<file path="config.mk">
export PLATFORM = sky130hd
export DESIGN_NAME = proc_ctrl_flat
export DESIGN_NICKNAME = d
export VERILOG_FILES = /design/src/rtl/proc_ctrl_pkg.sv /design/src/rtl/proc_ctrl_if.sv /design/src/rtl/proc_ctrl_dec.sv /design/src/rtl/proc_ctrl.sv /design/src/flat_wrapper.sv
export SDC_FILE = /design/constraint.sdc
export NUM_CORES = 1
export LEC_CHECK = 0
export CELL_PAD_IN_SITES_DETAIL_PLACEMENT = 1
export CELL_PAD_IN_SITES_GLOBAL_PLACEMENT = 1
export CORE_ASPECT_RATIO = 0.6
export CORE_MARGIN = 1
export CORE_UTILIZATION = 31
export CTS_CLUSTER_SIZE = 24
export DETAILED_ROUTE_END_ITERATION = 8
export GPL_TIMING_DRIVEN = 0
export PLACE_DENSITY_LB_ADDON = 0.15
export SYNTH_ARGS = -nofsm -noshare
export SYNTH_HDL_FRONTEND = slang
export SYNTH_HIERARCHICAL = 1
export SYNTH_SLANG_ARGS = --single-unit
</file>
<file path="constraint.sdc">
create_clock -name clk -period 4.2 [get_ports clk]
set_clock_uncertainty 0.1 [all_clocks]
set_input_delay 0.84 -clock clk [delete_from_list [all_inputs] [get_ports clk]]
set_output_delay 0.84 -clock clk [all_outputs]
set_load 0.1 [all_outputs]
</file>
<file path="src/rtl/proc_ctrl_pkg.sv">
// Shared definitions for the multi-cycle bus/register controller: opcodes, ALU
// functions, FSM states and the control-word bundle driven to the datapath.
package proc_pkg;
    localparam int IR_W = 9;
    localparam int NREG = 8;
    localparam logic [3:0] SEL_IMM = 4'd8;

    localparam logic [2:0] OP_MV  = 3'b000;
    localparam logic [2:0] OP_MVI = 3'b001;
    localparam logic [2:0] OP_ADD = 3'b010;
    localparam logic [2:0] OP_SUB = 3'b011;
    localparam logic [2:0] OP_AND = 3'b100;

    localparam logic [1:0] ALU_ADD  = 2'd0;
    localparam logic [1:0] ALU_SUB  = 2'd1;
    localparam logic [1:0] ALU_AND  = 2'd2;
    localparam logic [1:0] ALU_PASS = 2'd3;

    typedef enum logic [1:0] {IDLE, T1, T2, T3} state_t;

    typedef struct packed {
        logic [3:0]      mux_sel;
        logic [NREG-1:0] r_we;
        logic            wb_sel;
        logic            a_we;
        logic            g_we;
        logic [1:0]      alu_op;
        logic            busy;
        logic            done;
        logic            illegal;
    } ctrl_t;

    function automatic logic is_alu_op(input logic [2:0] op);
        return (op == OP_ADD) || (op == OP_SUB) || (op == OP_AND);
    endfunction

    function automatic logic [NREG-1:0] reg_onehot(input logic [2:0] idx);
        logic [NREG-1:0] v;
        v = '0;
        v[idx] = 1'b1;
        return v;
    endfunction

    // Only reached for ALU opcodes; the pass-through code is a safe fallback.
    function automatic logic [1:0] alu_of(input logic [2:0] op);
        case (op)
            OP_ADD:  return ALU_ADD;
            OP_SUB:  return ALU_SUB;
            OP_AND:  return ALU_AND;
            default: return ALU_PASS;
        endcase
    endfunction
endpackage

</file>
<file path="src/rtl/proc_ctrl_if.sv">
// Connection between the instruction source (master) and the controller (slave),
// carrying the start request plus every datapath control line.
interface proc_ctrl_if;
    import proc_pkg::*;

    // Handshake: the source raises run with ir_in valid; it is accepted on a clock
    // edge only while busy=0. done pulses for one cycle in the final execute cycle,
    // and run is next accepted in the cycle that follows. run while busy is dropped.
    logic            run;
    logic [IR_W-1:0] ir_in;
    logic [3:0]      mux_sel;
    logic [NREG-1:0] r_we;
    logic            wb_sel;
    logic            a_we;
    logic            g_we;
    logic [1:0]      alu_op;
    logic            busy;
    logic            done;
    logic            illegal;

    modport master (
        output run, ir_in,
        input  mux_sel, r_we, wb_sel, a_we, g_we, alu_op, busy, done, illegal
    );

    modport slave (
        input  run, ir_in,
        output mux_sel, r_we, wb_sel, a_we, g_we, alu_op, busy, done, illegal
    );
endinterface

</file>
<file path="src/rtl/proc_ctrl_dec.sv">
// Purely combinational decode of (state, captured instruction) into the datapath
// control word. Nothing here looks at run or ir_in.
module proc_ctrl_dec
    import proc_pkg::*;
(
    input  state_t          state,
    input  logic [IR_W-1:0] ir,
    output ctrl_t           ctrl
);
    logic [2:0] op;
    logic [2:0] rx;
    logic [2:0] ry;

    assign op = ir[8:6];
    assign rx = ir[5:3];
    assign ry = ir[2:0];

    always_comb begin
        ctrl = '0;
        unique case (state)
            IDLE: ;
            T1: begin
                ctrl.busy = 1'b1;
                case (op)
                    OP_MV: begin
                        ctrl.mux_sel = {1'b0, ry};
                        ctrl.r_we    = reg_onehot(rx);
                        ctrl.done    = 1'b1;
                    end
                    OP_MVI: begin
                        ctrl.mux_sel = SEL_IMM;
                        ctrl.r_we    = reg_onehot(rx);
                        ctrl.done    = 1'b1;
                    end
                    OP_ADD, OP_SUB, OP_AND: begin
                        ctrl.mux_sel = {1'b0, rx};
                        ctrl.a_we    = 1'b1;
                    end
                    default: begin
                        ctrl.done    = 1'b1;
                        ctrl.illegal = 1'b1;
                    end
                endcase
            end
            // A already holds rX from T1, so rX==rY reads the same register twice safely.
            T2: begin
                ctrl.busy    = 1'b1;
                ctrl.mux_sel = {1'b0, ry};
                ctrl.alu_op  = alu_of(op);
                ctrl.g_we    = 1'b1;
            end
            T3: begin
                ctrl.busy   = 1'b1;
                ctrl.wb_sel = 1'b1;
                ctrl.r_we   = reg_onehot(rx);
                ctrl.done   = 1'b1;
            end
        endcase
    end
endmodule

</file>
<file path="src/rtl/proc_ctrl.sv">
// Multi-cycle controller: holds the FSM state and instruction register, and
// exposes the registered state for observation alongside the decoded controls.
module proc_ctrl
    import proc_pkg::*;
(
    input  logic   clk,
    input  logic   rst_n,
    proc_ctrl_if.slave bus,
    output state_t fsm_state
);
    state_t          state;
    state_t          next_state;
    logic [IR_W-1:0] ir;
    ctrl_t           ctrl;

    always_ff @(posedge clk) begin
        if (!rst_n) begin
            state <= IDLE;
            ir    <= '0;
        end else begin
            state <= next_state;
            if (state == IDLE && bus.run)
                ir <= bus.ir_in;
        end
    end

    always_comb begin
        next_state = state;
        unique case (state)
            IDLE: if (bus.run) next_state = T1;
            T1:   next_state = is_alu_op(ir[8:6]) ? T2 : IDLE;
            T2:   next_state = T3;
            T3:   next_state = IDLE;
        endcase
    end

    proc_ctrl_dec u_dec (
        .state (state),
        .ir    (ir),
        .ctrl  (ctrl)
    );

    assign bus.mux_sel = ctrl.mux_sel;
    assign bus.r_we    = ctrl.r_we;
    assign bus.wb_sel  = ctrl.wb_sel;
    assign bus.a_we    = ctrl.a_we;
    assign bus.g_we    = ctrl.g_we;
    assign bus.alu_op  = ctrl.alu_op;
    assign bus.busy    = ctrl.busy;
    assign bus.done    = ctrl.done;
    assign bus.illegal = ctrl.illegal;
    assign fsm_state   = state;
endmodule

</file>
<file path="src/flat_wrapper.sv">
// flat-port wrapper written by rule: the top's interface ports become plain ports
module proc_ctrl_flat import proc_pkg::*;
  (clk, rst_n, fsm_state, bus_run, bus_ir_in, bus_mux_sel, bus_r_we, bus_wb_sel, bus_a_we, bus_g_we, bus_alu_op, bus_busy, bus_done, bus_illegal);
  proc_ctrl_if bus_i ();
  input  logic clk;
  input  logic rst_n;
  output state_t fsm_state;
  input wire logic [$bits(bus_i.run)-1:0] bus_run;
  input wire logic [$bits(bus_i.ir_in)-1:0] bus_ir_in;
  output wire logic [$bits(bus_i.mux_sel)-1:0] bus_mux_sel;
  output wire logic [$bits(bus_i.r_we)-1:0] bus_r_we;
  output wire logic [$bits(bus_i.wb_sel)-1:0] bus_wb_sel;
  output wire logic [$bits(bus_i.a_we)-1:0] bus_a_we;
  output wire logic [$bits(bus_i.g_we)-1:0] bus_g_we;
  output wire logic [$bits(bus_i.alu_op)-1:0] bus_alu_op;
  output wire logic [$bits(bus_i.busy)-1:0] bus_busy;
  output wire logic [$bits(bus_i.done)-1:0] bus_done;
  output wire logic [$bits(bus_i.illegal)-1:0] bus_illegal;
  assign bus_i.run = bus_run;
  assign bus_i.ir_in = bus_ir_in;
  assign bus_mux_sel = bus_i.mux_sel;
  assign bus_r_we = bus_i.r_we;
  assign bus_wb_sel = bus_i.wb_sel;
  assign bus_a_we = bus_i.a_we;
  assign bus_g_we = bus_i.g_we;
  assign bus_alu_op = bus_i.alu_op;
  assign bus_busy = bus_i.busy;
  assign bus_done = bus_i.done;
  assign bus_illegal = bus_i.illegal;
  proc_ctrl u_core (.clk(clk), .rst_n(rst_n), .bus(bus_i), .fsm_state(fsm_state));
endmodule
</file>
==> results.json, run 1 <==
{
  "status": "finished, final reports clean",
  "rsz0062_at_grt": "false",
  "netlist_area_um2": 738,
  "synth_fp_nets": 98,
  "ys_seq_area_share_pct": 29.8,
  "n_antenna_cell": 0,
  "tritoncts": "yes",
  "ys_ff_latch": 11,
  "timing.final.crit_share_pct": 87.6,
  "hold_slack_ns": 0.423,
  "htree_levels": 1,
  "dpl.hpwl_um": 1470,
  "numCtsBuffers": 3,
  "multiInputGateArea_um2": 505,
  "rrSetupSlack_ns": 2.91,
  "crit_fanout": 8,
  "antenna_found_initial": 0,
  "gp_congestion": 0.690,
  "synth_cell_types": 28,
  "wl_um": 1870,
  "critPathCapture": "bus_r_we[0]",
  "clock_path_buffers": 2,
  "wl_per_cell_um": 12.6,
  "power.total_mw": 0.338,
  "setup_violations": 0,
  "post_cts_buffers": 0,
  "clock-sinks": 11,
  "numPortBuffers": 33,
  "drive_above_1_share_pct": 18.5,
  "r2r_cells": 4,
  "drc": 0,
  "final_cells": 149,
  "overflow": 0,
  "relSlewSlack_pct": 35.3,
  "n_fill_cell": 267,
  "path_class": "register to output port",
  "core-area_um2": 2210,
  "first_pass_iters": 4,
  "place_inst": 145,
  "rr_endpoint": "u_core/ir[2]$_SDFFE_PN0P_",
  "maxCapViolCount": 0,
  "cts_resized": 0,
  "avgSynthCellArea_um2": 9.00,
  "track_usage_pct": 16.2,
  "synth_warnings": 6,
  "power.density_nw_per_um2": 287,
  "startpoint": "u_core/fsm_state[0]$_SDFFE_PN0P_",
  "die_area_um2": 2590,
  "io_pins": 34,
  "nNetsFinal": 136,
  "reg2reg_from": "u_core/fsm_state[0]$_SDFFE_PN0P_",
  "grt_pass1_wl_um": 3000,
  "finalCriticalPeriod_ns": 3.68,
  "rows": 13,
  "hold_viol_final": 0,
  "critPathRequiredTime_ns": 3.26,
  "path_clk_slew_ns": 0.05,
  "area_growth_pct": 59.8,
  "cts-root-buf": "clkbuf_8",
  "crit_path_start_kind": "register",
  "ant_nets": 0,
  "dieHeight_um": 39.8,
  "via_per_inst": 4.74,
  "crit_arrival_ns": 2.74,
  "synth_cells": 82,
  "vdd_drop_max_mv": 0.181,
  "tightestPinTransition_ns": 0.968,
  "cts_hold_buf": 0,
  "fmax_ghz": 0.272,
  "grt_start_max_net_pins": 11,
  "drtIter0Drc": 38,
  "clkLatencyLatePin_ns": 0.23,
  "hp-class": "register to register",
  "dieWidth_um": 65,
  "end_kind": "output port",
  "start_util_pct": 33.4,
  "num_vias": 707,
  "leakagePower_nw": 0.450,
  "seq_area_um2": 220,
  "grt_pass1_vias": 659,
  "drv_slew": 0
}
cells in the final DEF, fill, tap and decap left out, types with 3 or more instances in the layout:
cell              n
clkbuf_8          3
clkdlybuf4s50_1  33
dfxtp_1          11
ha_1              4
inv_1             7
mux2i_1          10
nand2_1           4
nor2_1            3
nor2_2            6
nor2b_1           9
nor3b_2           3
registers in the layout, indices dropped and copies added (netlist names), named ones only:
signal,cells
u_core/fsm_state,1
u_core/ir,9
logic make-up after synthesis:
group | Yosys count | synth area share (%)
multiplexers | 10 | 13.6
AO/OA/AOI/OAI | 11 | 12.0
flip-flops | 11 | 29.8
XOR/XNOR | 1 | 1.19
buffers and inverters | 9 | 5.59
adder cells (fa/ha/maj) | 4 | 6.78
AND/OR/NAND/NOR | 36 | 31.0
routing by layer:
metal  track usage [%]  share of wire [%]  up-vias
li1                  -                  -      352
met1              20.7                 52      333
met2              26.6                 42       20
met3              4.36                4.7        2
met4              5.00               0.64        0
met5                 0                  0        -
where the power goes:
part	switching, mW	total [mW]	leakage (nW)	internal, mW
sequential	0.0131	0.125	0.0905	0.112
combinational	0.0696	0.110	0.336	0.0402
clock	0.0372	0.104	0.0228	0.0664
total	0.120	0.338	0.450	0.218
worst max-delay path: stages (launching register included):
cell,delay [ns]
dfxtp_1,0.47
ha_1,0.30
nor3b_2,0.30
o21bai_2,0.15
nor3_2,0.13
clkdlybuf4s50_1,1.15
synthesized netlist by cell type:
master	n	share of area, %
nor3b_2	3	5.1
xnor2_1	1	1.2
ha_1	4	6.8
nand2_1	4	2.0
o21bai_2	1	1.5
o21ai_1	1	0.68
nor2b_2	1	1.2
o21ai_2	2	2.4
nor4b_2	1	2.0
o21a_1	1	1.0
a21o_1	1	1.0
o22ai_2	1	1.7
nor3_1	1	0.68
nor3b_1	1	1.0
buf_6	1	1.5
dfxtp_1	11	30
nor2b_1	10	8.5
nand3b_1	2	2.0
inv_1	7	3.6
o22ai_1	2	1.7
mux2i_1	10	14
nor3_2	1	1.4
and3_1	1	0.85
o21ai_0	1	0.68
clkbuf_1	1	0.51
o211a_1	1	1.4
nand2b_1	2	1.7
nor2_1	9	4.6
final cells by class:
cell class                 count  share of cell area, %
inverter                       7                   2.23
buffer                         2                   1.27
tap                           30                   3.18
sequential                    11                   18.7
multi-input combinational     62                   42.8
clock buffer                   4                   3.82
timing repair buffer          33                   28.0
through the flow:
step	utilization, %	setup WS [ns]	cell area, um^2	TNS (ns)
after global routing	53.3	0.329	1180	0
after detailed placement	51.3	0.752	1130	0
after CTS	53.3	0.493	1180	0
final	53.3	0.519	1180	0
after floorplan	-	-0.526	767	-1.33
after global placement	51.3	0.787	1130	0
worst min path at each step:
stage,start,end,slack (ns),cells past startpoint
detailed placement,u_core/ir[1]$_SDFFE_PN0P_,u_core/ir[1]$_SDFFE_PN0P_,0.42,2
finish,u_core/ir[1]$_SDFFE_PN0P_,u_core/ir[1]$_SDFFE_PN0P_,0.42,2
global placement,u_core/ir[2]$_SDFFE_PN0P_,u_core/ir[2]$_SDFFE_PN0P_,0.40,2
floorplan,u_core/ir[0]$_SDFFE_PN0P_,u_core/ir[0]$_SDFFE_PN0P_,0.38,2
CTS,u_core/ir[1]$_SDFFE_PN0P_,u_core/ir[1]$_SDFFE_PN0P_,0.44,2
global route,u_core/ir[1]$_SDFFE_PN0P_,u_core/ir[1]$_SDFFE_PN0P_,0.46,2
Power figures use the tool's default switching activity.
==> run 2: changes to the inputs <==
Settings changed: CORE_MARGIN 1 to unset.
==> results of run 2 <==
Same layout as run 1: the final DEF is identical, and so are final timing and power.
